===== src/rtl/regfile_pkg.sv =====
// Shared constants and dump FSM state type for the 16x32 register file and its
// read/write sequencers.
package regfile_pkg;

   localparam int unsigned NREGS = 16;
   localparam int unsigned AW    = $clog2(NREGS);
   localparam int unsigned DW    = 32;

   typedef enum logic [1:0] {
      IDLE,
      RUN,
      DRAIN
   } dump_state_t;

endpackage


===== src/rtl/regfile_idx_counter.sv =====
// AW-bit register index counter: load, increment with mod-NREGS wrap, and a
// compare against the final index of the current range.
module regfile_idx_counter
   import regfile_pkg::*;
(
   input  logic          i_clk,
   input  logic          i_rst_n,
   input  logic          i_load,
   input  logic [AW-1:0] i_load_val,
   input  logic          i_inc,
   input  logic [AW-1:0] i_last,
   output logic [AW-1:0] o_cnt,
   output logic          o_match
);

   logic [AW-1:0] r_cnt;

   // NREGS is a power of two, so natural AW-bit overflow is the wrap.
   always_ff @(posedge i_clk or negedge i_rst_n) begin
      if (!i_rst_n) begin
         r_cnt <= '0;
      end else if (i_load) begin
         r_cnt <= i_load_val;
      end else if (i_inc) begin
         r_cnt <= r_cnt + AW'(1);
      end
   end

   assign o_cnt   = r_cnt;
   assign o_match = (r_cnt == i_last);

endmodule


===== src/rtl/regfile_dump_reader.sv =====
// Read-side dump sequencer: walks a wrap-around index range through the register
// file read mux and streams each word out over valid/ready with index and last flag.
module regfile_dump_reader
   import regfile_pkg::*;
(
   input  logic          i_clk,
   input  logic          i_rst_n,
   input  logic          i_start,
   input  logic          i_abort,
   input  logic [AW-1:0] i_first_idx,
   input  logic [AW-1:0] i_last_idx,
   output logic [AW-1:0] o_rd_sel,
   input  logic [DW-1:0] i_rd_data,
   output logic          o_out_valid,
   input  logic          i_out_ready,
   output logic [DW-1:0] o_out_data,
   output logic [AW-1:0] o_out_idx,
   output logic          o_out_last,
   output logic          o_busy,
   output logic          o_done
);

   dump_state_t   r_state;
   logic [AW-1:0] r_last;
   logic          r_out_valid;
   logic [DW-1:0] r_out_data;
   logic [AW-1:0] r_out_idx;
   logic          r_out_last;
   logic          r_done;

   logic [AW-1:0] w_cur;
   logic          w_match;
   logic          w_load;
   logic          w_inc;
   logic          w_take;

   // Output slot is free when empty or being drained this cycle.
   assign w_take = !r_out_valid || i_out_ready;
   assign w_load = (r_state == IDLE) && i_start && !i_abort;
   assign w_inc  = (r_state == RUN) && !i_abort && w_take && !w_match;

   regfile_idx_counter u_idx_counter (
      .i_clk      (i_clk),
      .i_rst_n    (i_rst_n),
      .i_load     (w_load),
      .i_load_val (i_first_idx),
      .i_inc      (w_inc),
      .i_last     (r_last),
      .o_cnt      (w_cur),
      .o_match    (w_match)
   );

   always_ff @(posedge i_clk or negedge i_rst_n) begin
      if (!i_rst_n) begin
         r_state     <= IDLE;
         r_last      <= '0;
         r_out_valid <= 1'b0;
         r_out_data  <= '0;
         r_out_idx   <= '0;
         r_out_last  <= 1'b0;
         r_done      <= 1'b0;
      end else begin
         r_done <= 1'b0;
         unique case (r_state)
            IDLE: begin
               if (i_start && !i_abort) begin
                  r_last  <= i_last_idx;
                  r_state <= RUN;
               end
            end
            RUN: begin
               if (i_abort) begin
                  r_out_valid <= 1'b0;
                  r_out_last  <= 1'b0;
                  r_state     <= IDLE;
               end else if (w_take) begin
                  r_out_data  <= i_rd_data;
                  r_out_idx   <= w_cur;
                  r_out_last  <= w_match;
                  r_out_valid <= 1'b1;
                  if (w_match) begin
                     r_state <= DRAIN;
                  end
               end
            end
            DRAIN: begin
               if (i_abort) begin
                  r_out_valid <= 1'b0;
                  r_out_last  <= 1'b0;
                  r_state     <= IDLE;
               end else if (r_out_valid && i_out_ready) begin
                  r_out_valid <= 1'b0;
                  r_done      <= 1'b1;
                  r_state     <= IDLE;
               end
            end
            default: r_state <= IDLE;
         endcase
      end
   end

   // Counter holds in IDLE, so rd_sel keeps its last value between dumps.
   assign o_rd_sel    = w_cur;
   assign o_out_valid = r_out_valid;
   assign o_out_data  = r_out_data;
   assign o_out_idx   = r_out_idx;
   assign o_out_last  = r_out_last;
   assign o_busy      = (r_state != IDLE);
   assign o_done      = r_done;

endmodule


===== config.mk =====
export PLATFORM = sky130hd
export DESIGN_NAME = regfile_dump_reader
export DESIGN_NICKNAME = d
export VERILOG_FILES = /design/src/rtl/regfile_pkg.sv /design/src/rtl/regfile_idx_counter.sv /design/src/rtl/regfile_dump_reader.sv
export SDC_FILE = /design/constraint.sdc
export NUM_CORES = 1
export LEC_CHECK = 0
export ABC_CLOCK_PERIOD_IN_PS = 2100
export BUFFER_PORTS_ARGS = -buffer_cell sky130_fd_sc_hd__clkbuf_2
export CAP_MARGIN = 20
export CORE_UTILIZATION = 32
export DETAILED_ROUTE_END_ITERATION = 16
export GPL_TIMING_DRIVEN = 0
export PLACE_DENSITY_LB_ADDON = 0.3
export SETUP_SLACK_MARGIN = 0.3
export SYNTH_ARGS = -nofsm -noshare
export SYNTH_HDL_FRONTEND = slang
export SYNTH_SLANG_ARGS = --single-unit

===== constraint.sdc =====
create_clock -name i_clk -period 2.1 [get_ports i_clk]
set_clock_uncertainty 0.05 [all_clocks]
set_input_delay 0.21 -clock i_clk [delete_from_list [all_inputs] [get_ports i_clk]]
set_output_delay 0.21 -clock i_clk [all_outputs]
set_load 0.03 [all_outputs]

==> flow_metrics.env <==
export IMPL_status="completed"
export IMPL_peakVddDrop_mv=0.770
export IMPL_crit_required_ns=2.23
export IMPL_ys_seq_area_share_pct=59.8
export IMPL_n_antenna_cell=0
export IMPL_r2r_setup_slack_ns=0.33
export IMPL_antenna_left=0
export IMPL_layout_nets=299
export IMPL_synth_distinct_cells=30
export IMPL_dieArea_mm2=0.00673
export IMPL_areaGrowthSynthToFinish_pct=33.3
export IMPL_reg2reg_to="u_idx_counter.o_cnt[3]"
export IMPL_cts_buffers=5
export IMPL_worstPathMaxFanout=9
export IMPL_hold_path_class="in2reg"
export IMPL_cts_num_sinks=49
export IMPL_p_leak_nw=1.35
export IMPL_most_common_layout_cells="clkbuf_2 (87), dfrtp_1 (49), mux2_2 (36)"
export IMPL_die_h_um=82.0
export IMPL_tightest_slew_ns=0.660
export IMPL_pin_count=89
export IMPL_ff_latch_area_mm2=0.00123
export IMPL_io_buffers=87
export IMPL_reg2reg_from="r_state[1]"
export IMPL_min_from="i_last_idx[3]"
export IMPL_place_gp_congestion=0.714
export IMPL_synth_seq_cells=49
export IMPL_cp_arrival_ns=1.90
export IMPL_setup_viol=0
export IMPL_synth_top_area_share_pct=59.8
export IMPL_grt_usage_pct=13.4
export IMPL_core_area_mm2=0.00606
export IMPL_r2r_cells=4
export IMPL_whs_path_depth=3
export IMPL_netlist_area_mm2=0.00205
export IMPL_period_needed_ns=1.77
export IMPL_cts_max_level=2
export IMPL_startpoint_type="register"
export IMPL_multiInputGateArea_um2=795
export IMPL_fmax_mhz=565
export IMPL_synth_area_leaders="dfrtp_1 (60%), mux2_2 (20%), nand2_1 (3.1%)"
export IMPL_worstHoldEndpoint="r_last[3]"
export IMPL_syn_num_nets=202
export IMPL_slew_violations=0
export IMPL_avgViaCountPerCell=4.71
export IMPL_fin_crit_sh_pct=84.2
export IMPL_powerDensity_mw_per_mm2=1550
export IMPL_cts_tree="built"
export IMPL_drc=0
export IMPL_grt_pass1_vias=1407
export IMPL_hold_viol_final=0
export IMPL_grt_pass1_wl_mm=6.71
export IMPL_dr_pass1_iters=4
export IMPL_antenna_found_initial=0
export IMPL_dp_final_hpwl_mm=3.18
export IMPL_start_util_pct=33.8
export IMPL_slew_headroom_pct=56.0
export IMPL_die_x_um=82.0
export IMPL_slowest_delay_ns=0.48
export IMPL_cts_root_buf="clkbuf_8"
export IMPL_grt_max_degree=26
export IMPL_critical_path_top_delay_family="simple AND/OR/NAND/NOR gates"
export IMPL_cp_cell_sequence="or3b_4, or3b_1, a31oi_1, nand3b_1"
export IMPL_crit_path_top_delay_cell="dfrtp_1"
export IMPL_fin_util_pct=45.1
export IMPL_vias=1548
export IMPL_path_clk_slew_ns=0.09
export IMPL_drv_cap=0
export IMPL_worstSetupEndpointType="register"
export IMPL_clk_latency_ns=0.30
export IMPL_path_buf_inv=0
export IMPL_tns_ns=0
export IMPL_crit_type="reg2reg"
export IMPL_rows=28
export IMPL_wl_per_cell_um=12.9
export IMPL_clock_path_buffers=2
export IMPL_layout_drive_gt1_share_pct=57.5
export IMPL_layout_commonest_cell="clkbuf_2"
export IMPL_synth_area_leader_cell="dfrtp_1"
export IMPL_avgSynthCellArea_um2=13.1
export IMPL_rsz0062_at_grt="yes"
export IMPL_yosysWarnings=0
export IMPL_gr_total_overflow=0
export IMPL_wl_mm=4.24
export IMPL_nFillCells=584
export IMPL_drt_iter0_drc=67
export IMPL_synth_cells=156
-- report_power, final --
part           total [W]  internal [W]  switching, W  leakage (nW)
clock           0.000575      0.000267      0.000308        0.0512
sequential       0.00164       0.00136      0.000273         0.588
combinational    0.00201      0.000710       0.00130         0.714
-- how the worst max path moves through the flow --
stage,from,to,cells after the start
after global routing,r_state[1],u_idx_counter.o_cnt[3],4
after floorplan,u_idx_counter.o_cnt[1],r_state[0],4
final,r_state[1],u_idx_counter.o_cnt[3],4
after detailed placement,r_state[1],u_idx_counter.o_cnt[3],4
after CTS,r_state[1],u_idx_counter.o_cnt[3],4
after global placement,r_state[1],u_idx_counter.o_cnt[3],4
-- logic make-up after synthesis --
family          share of synthesized area, %
mux                                     19.8
buf+inv                                 2.32
flops                                   59.8
xor+xnor                                1.71
fa+ha+maj                              0.610
simple gates                            10.7
compound gates                          5.07
-- layout make-up --
cell class	instances	area share [%]
Buffer	7	1.33
Timing Repair Buffer	90	17.3
Inverter	3	0.412
Clock buffer	6	3.02
Multi-Input combinational cell	97	29.1
Clock inverter	2	0.504
Sequential cell	49	44.9
Tap cell	75	3.44
-- registers in the layout, summed over array words and instances (netlist names) --
register	flops
o_done	1
o_out_data	32
o_out_idx	4
o_out_last	1
o_out_valid	1
r_last	4
r_state	2
u_idx_counter.o_cnt	4
-- metrics by stage --
step	cells	total power (W)	setup slack (ns)	hold slack, ns	cell area [µm²]
6_report	329	0.00422	0.332	0.0453	2730
5_1_grt	329	0.00451	0.246	0.0387	2730
4_1_cts	328	0.00426	0.349	0.0349	2710
3_5_place_dp	319	0.00366	0.377	0.220	2600
3_3_place_gp	318	0.00362	0.368	0.362	2580
2_1_floorplan	156	0.00304	0.400	-0.136	2050
-- tightest hold or removal path: cells and delay by family --
kind,cells,cell delay [ns]
buffers and inverters,1,0.08
and+or+nand+nor,2,0.08
-- synthesized netlist by cell type --
cell and count:
a21boi_0 1, a21oi_1 1, a31oi_1 3, and2_1 1, buf_2 5, buf_4 1, clkbuf_1 1, dfrtp_1 49
ha_1 1, inv_1 3, mux2_2 36, nand2_1 17, nand2b_1 1, nand3_1 5, nand3b_1 1, nor2_1 3
nor3_1 1, nor4_4 1, nor4b_1 3, o21a_1 1, o21ai_0 7, o22a_1 1, o22ai_1 1, o31ai_1 2
or2_2 2, or3_1 1, or3b_1 1, or3b_4 1, or4_1 1, xor2_1 4
-- metal layers --
metal | up-vias | global-route usage (%) | wire [µm]
li1 | 738 | - | -
met1 | 735 | 17.2 | 1910
met2 | 68 | 20.8 | 1970
met3 | 7 | 4.11 | 291
met4 | 0 | 5.79 | 61
met5 | - | 0 | 0
-- repair_timing --
item                       in CTS  in global routing
setup endpoints to repair       0                 13
setup buffers                   0                  1
hold endpoints to repair       24                  0
hold buffers                    1                  0
resized for setup               0                  3
(Power assumes the default switching activity.)
